--- src/rtl/fp_pkg.sv ---
// Shared FP register-file types, also imported by the GP/FP move stage and the FP unit.
package fp_pkg;

    localparam int FP_NREGS = 32;
    localparam int FP_AW    = 5;
    localparam int FP_DW    = 32;

    typedef logic [FP_AW-1:0] fp_addr_t;
    typedef logic [FP_DW-1:0] fp_word_t;

    typedef enum logic {
        HOLD_EMPTY = 1'b0,
        HOLD_HELD  = 1'b1
    } hold_state_e;

endpackage

--- src/rtl/fp_wb_hold.sv ---
// One-entry hold buffer for an mtc1 that lost the write port to an FPU write-back.
module fp_wb_hold
    import fp_pkg::*;
#(
    parameter int AW = FP_AW,
    parameter int DW = FP_DW
) (
    input  logic          clk,
    input  logic          rst_n,
    input  logic          load,
    input  logic [AW-1:0] load_addr,
    input  logic [DW-1:0] load_data,
    input  logic          wb_busy,
    output logic          hold_valid,
    output logic [AW-1:0] hold_addr,
    output logic [DW-1:0] hold_data,
    output logic          commit
);

    hold_state_e state_q;
    hold_state_e state_d;

    // NOTE: state registers use non-blocking assignments so every flop samples pre-edge values.
    always_ff @(posedge clk or negedge rst_n) begin
        if (!rst_n) begin
            state_q <= HOLD_EMPTY;
        end else begin
            state_q <= state_d;
        end
    end

    // NOTE: default assignment first so no path through this block can infer a latch.
    always_comb begin
        state_d = state_q;
        case (state_q)
            HOLD_EMPTY: if (load)     state_d = HOLD_HELD;
            HOLD_HELD:  if (!wb_busy) state_d = HOLD_EMPTY;
            default:                  state_d = HOLD_EMPTY;
        endcase
    end

    always_comb begin
        hold_valid = (state_q == HOLD_HELD);
        commit     = (state_q == HOLD_HELD) && !wb_busy;
    end

    always_ff @(posedge clk or negedge rst_n) begin
        if (!rst_n) begin
            hold_addr <= '0;
            hold_data <= '0;
        end else if (load && state_q == HOLD_EMPTY) begin
            hold_addr <= load_addr;
            hold_data <= load_data;
        end
    end

endmodule

--- src/rtl/fp_regfile_sb.sv ---
// FP register file with a single write port, per-register busy scoreboard and mtc1 hold buffer.
module fp_regfile_sb
    import fp_pkg::*;
#(
    parameter int NREGS = FP_NREGS,
    parameter int AW    = FP_AW,
    parameter int DW    = FP_DW
) (
    input  logic          clk,
    input  logic          rst_n,
    input  logic [AW-1:0] rd_addr,
    output logic [DW-1:0] rd_data,
    output logic          rd_busy,
    input  logic          mtc1_valid,
    input  logic [AW-1:0] mtc1_addr,
    input  logic [DW-1:0] mtc1_data,
    output logic          mtc1_ready,
    input  logic          issue_valid,
    input  logic [AW-1:0] issue_dest,
    output logic          issue_ready,
    input  logic          fpu_wb_valid,
    input  logic [AW-1:0] fpu_wb_addr,
    input  logic [DW-1:0] fpu_wb_data
);

    logic [DW-1:0]    mem [NREGS];
    logic [NREGS-1:0] busy;

    logic          hold_valid;
    logic [AW-1:0] hold_addr;
    logic [DW-1:0] hold_data;
    logic          hold_commit;

    logic          mtc1_acc;
    logic          issue_acc;
    logic          we;
    logic [AW-1:0] wa;
    logic [DW-1:0] wd;

    assign mtc1_ready  = !hold_valid && !busy[mtc1_addr];
    assign issue_ready = !busy[issue_dest] && !(hold_valid && hold_addr == issue_dest);
    assign mtc1_acc    = mtc1_valid && mtc1_ready;
    assign issue_acc   = issue_valid && issue_ready;

    assign rd_data = mem[rd_addr];
    assign rd_busy = busy[rd_addr] || (hold_valid && hold_addr == rd_addr);

    fp_wb_hold #(
        .AW(AW),
        .DW(DW)
    ) u_hold (
        .clk       (clk),
        .rst_n     (rst_n),
        .load      (mtc1_acc && fpu_wb_valid),
        .load_addr (mtc1_addr),
        .load_data (mtc1_data),
        .wb_busy   (fpu_wb_valid),
        .hold_valid(hold_valid),
        .hold_addr (hold_addr),
        .hold_data (hold_data),
        .commit    (hold_commit)
    );

    // Write-port arbitration: FPU write-back, then held mtc1, then a direct mtc1.
    always_comb begin
        we = 1'b0;
        wa = '0;
        wd = '0;
        if (fpu_wb_valid) begin
            we = 1'b1;
            wa = fpu_wb_addr;
            wd = fpu_wb_data;
        end else if (hold_commit) begin
            we = 1'b1;
            wa = hold_addr;
            wd = hold_data;
        end else if (mtc1_acc) begin
            we = 1'b1;
            wa = mtc1_addr;
            wd = mtc1_data;
        end
    end

    // NOTE: the array is reset on purpose (registers must read 0), so it builds from flops, not RAM.
    always_ff @(posedge clk or negedge rst_n) begin
        if (!rst_n) begin
            for (int i = 0; i < NREGS; i++) mem[i] <= '0;
        end else if (we) begin
            mem[wa] <= wd;
        end
    end

    // The set follows the clear so a same-address issue keeps ownership of the register.
    always_ff @(posedge clk or negedge rst_n) begin
        if (!rst_n) begin
            busy <= '0;
        end else begin
            if (fpu_wb_valid) busy[fpu_wb_addr] <= 1'b0;
            if (issue_acc)    busy[issue_dest]  <= 1'b1;
        end
    end

endmodule

--- config.mk ---
export PLATFORM = sky130hd
export DESIGN_NAME = fp_regfile_sb
export DESIGN_NICKNAME = d
export VERILOG_FILES = /design/src/rtl/fp_pkg.sv /design/src/rtl/fp_wb_hold.sv /design/src/rtl/fp_regfile_sb.sv
export SDC_FILE = /design/constraint.sdc
export NUM_CORES = 2
export LEC_CHECK = 0
export BUFFER_PORTS_ARGS = -buffer_cell sky130_fd_sc_hd__buf_2
export CAP_MARGIN = 5
export CORE_ASPECT_RATIO = 1.2
export CORE_MARGIN = 3
export CORE_UTILIZATION = 35
export CTS_BUF_LIST = sky130_fd_sc_hd__clkbuf_4
export DETAILED_ROUTE_END_ITERATION = 6
export PLACE_DENSITY = 0.51
export SETUP_SLACK_MARGIN = 0.02
export SKIP_CTS_REPAIR_TIMING = 1
export SLEW_MARGIN = 20
export SYNTH_ARGS = -nofsm -noshare
export SYNTH_HDL_FRONTEND = slang
export SYNTH_SLANG_ARGS = --single-unit
--- constraint.sdc ---
create_clock -name clk -period 5.4 [get_ports clk]
set_input_delay 0 -clock clk [delete_from_list [all_inputs] [get_ports clk]]
set_output_delay 0 -clock clk [all_outputs]
set_load 0.01 [all_outputs]
==> flow_summary.json <==
{
  "status": "finished, final reports clean",
  "rsz0062_at_grt": "false",
  "antenna_found_initial": 5,
  "clockBufferDepth": 4,
  "overflow": 0,
  "ys.flop_type": "dfrtp_1",
  "critPathMaxFanout": 30,
  "p_leak_nw": 27.45,
  "io_pins": 124,
  "wire_per_inst_um": 26.67,
  "fin_crit_ns": 4.779,
  "rrSetupSlack_ns": 0.62,
  "coreArea_sq_um": 147800,
  "cts_buffers": 312,
  "skew_ns": 0.07292,
  "multi_input_area_sq_um": 23630,
  "root_buffer": "clkbuf_4",
  "htree_levels": 5,
  "drive_gt1_frac": 0.5610,
  "grt_pass1_vias": 33966,
  "synth-edff-count": 0,
  "cts.clk_slew.worst_paths_ns": 0.07,
  "path_class": "reg2reg",
  "finalNetCount": 3663,
  "max_freq_mhz": 209.2,
  "num_vias": 31309,
  "max_slew_margin": 0.2601,
  "setup_viol": 0,
  "syn_to_final_growth_pct": 15.62,
  "grt_pass1_wl_mm": 226.5,
  "ys_ff_latch": 1094,
  "dieArea_sq_um": 154500,
  "fin_setup_tns_ns": 0,
  "port_buffers": 123,
  "ir_worst_vdd_mv": 0.2220,
  "drv_cap": 0,
  "drc": 0,
  "seq_area_sq_um": 27380,
  "ys_seq_area_frac": 0.5221,
  "synthDistinctLibCells": 59,
  "hold_path.class": "in2reg",
  "avgSynthCellArea_sq_um": 16.45,
  "firstDrtPassIters": 5,
  "place_inst": 5038,
  "grt_max_degree": 175,
  "clock_latency_ns": 1.25,
  "tritoncts": "done",
  "powerDensity_nw_per_um2": 459.3,
  "worstMarginPinSlew_ns": 1.110,
  "layout.cells.non_filler": 5744,
  "ant_nets": 0,
  "place_hpwl_mm": 86.45,
  "cts.sinks": 1094,
  "cp-end-kind": "flop",
  "fill_cells": 13402,
  "die_y_um": 430.0,
  "async_flop_share": 1.000,
  "drv_slew": 0,
  "yosysWarningCount": 0,
  "crit_required_ns": 6.51,
  "cp-start-kind": "flop",
  "syn_inst": 3187,
  "core.rowCount": 154,
  "grt.total_usage": 0.1958,
  "finalHoldViolCount": 0,
  "finalCritPeriodShare": 0.8851,
  "worstPathArrival_ns": 5.89,
  "drt_iter0_markers": 1843,
  "initial_utilization": 0.3548,
  "drt-total-wl_mm": 153.2,
  "syn_area_sq_um": 52430,
  "viasPerCell": 5.451,
  "syn-num-nets": 3276,
  "gp_congestion": 0.7988,
  "die_width_um": 359.3
}
-- critical path, stage by stage, from the launching register on --
cell           delay [ns]
dfrtp_1              0.41
nor2b_1              0.14
a2111oi_1            0.47
nor3_1               0.24
nor4_4               0.70
buf_4                0.62
nand2_2              0.69
buf_4                0.49
mux2_2               0.31
dlygate4sd3_1        0.55
-- layer usage --
metal,part of all wire,global-route usage
met5,0,0
met4,0.021,0.05753
met3,0.049,0.04036
met2,0.49,0.3205
met1,0.44,0.2634
-- synthesized netlist by cell type (4+ instances only) --
cell type,count,area share
inv_1,5,0.00036
nand3b_1,8,0.0011
mux4_2,341,0.15
or3b_2,4,0.00067
a21oi_1,4,0.00038
mux2i_1,16,0.0031
nor3_2,4,0.00076
xor2_1,8,0.0013
nor3_4,17,0.0053
o21ai_0,70,0.0067
nand3_1,6,0.00057
nor2b_1,5,0.00060
nand2b_1,8,0.00095
nand2_1,52,0.0037
a22oi_1,33,0.0047
dfrtp_1,1094,0.52
or3_1,5,0.00060
nor2_1,11,0.00079
buf_2,79,0.0075
mux2_1,93,0.020
o31ai_1,32,0.0046
and3_1,5,0.00060
clkbuf_1,154,0.011
buf_4,15,0.0021
buf_1,27,0.0019
mux2_2,731,0.16
mux2_4,270,0.077
nor3_1,4,0.00038
buf_6,43,0.0092
nand3_2,5,0.00095
-- report_power, final --
part	switching, mW	total (mW)	internal (mW)
logic	2.78	7.47	4.69
clock network	3.52	7.52	4.00
registers	1.60	12.9	11.3
-- area by class of cell --
class	instances	share of cell area
sequential	1094	0.4516
tap	1950	0.04024
multi-input combinational	1768	0.3898
clock buffer	464	0.05746
antenna	8	0.0003302
timing repair buffer	393	0.05543
inverter	5	0.0003096
clock inverter	62	0.004871
-- through the flow --
stage	utilization	instance area, sq um	power (mW)	hold slack (ns)	worst slack [ns]
floorplan	-	52430	18.05	-0.2956	2.457
global placement	0.3726	55060	19.82	0.08824	0.9367
detailed placement	0.3726	55060	20.35	0.09868	0.9830
CTS	0.3982	58840	28.09	-1.316	0.9776
global route	0.4102	60620	29.52	-0.02172	0.5196
finish	0.4102	60630	27.85	0.06399	0.6207
-- placed cells by master (no fill, tap or decap), types with 3 or more instances in the layout --
cell              n
dfrtp_1        1093
mux2_2          731
clkbuf_4        464
mux4_2          341
mux2_4          270
dlygate4sd3_1   170
buf_2           116
mux2_1           93
buf_4            83
nand2_1          51
clkinv_1         46
o21ai_0          38
a22oi_1          33
o31ai_1          32
o21ai_2          21
nor3_4           21
buf_12           18
mux2i_1          16
nor2_1           11
o21ai_4           9
diode_2           8
xor2_1            8
nand3b_1          8
nand2b_1          8
clkinv_2          8
nand3_1           6
inv_2             6
nor2b_1           5
inv_1             5
a21oi_1           4
or3b_2            4
nor3_1            4
nand3_4           4
nor4_1            3
o21a_1            3
and3_2            3
or3_4             3
buf_8             3
-- sequential cells by signal, indices dropped and copies added (netlist names) --
signal             cells
u_hold.hold_valid      1
u_hold.hold_addr       5
u_hold.hold_data      32
busy                  32
mem                 1024
-- logic make-up (layout without fill, tap and decap cells) --
group | count (synthesis) | after routing | synth area share
multiplexers | 1451 | 1451 | 0.4038
other | 0 | 8 | 0
AND/OR/NAND/NOR | 144 | 144 | 0.01895
flip-flops | 1094 | 1094 | 0.5221
XOR/XNOR | 10 | 10 | 0.001670
buffers and inverters | 325 | 924 | 0.03262
AO/OA/AOI/OAI | 163 | 163 | 0.02086
-- path summary, 6_finish.rpt --
check | start | end | cells past startpoint
worst max-delay path | busy[0] | u_hold.hold_data[17] | 9
worst min-delay path | fpu_wb_data[20] | mem[948] | 5
worst max register to register | busy[0] | u_hold.hold_data[17] | 9
worst min register to register | mem[133] | mem[133] | 1
max in group asynchronous | rst_n | mem[11] | 4
min in group asynchronous | rst_n | mem[500] | 4
No activity file was read; power rests on OpenSTA's default activity.
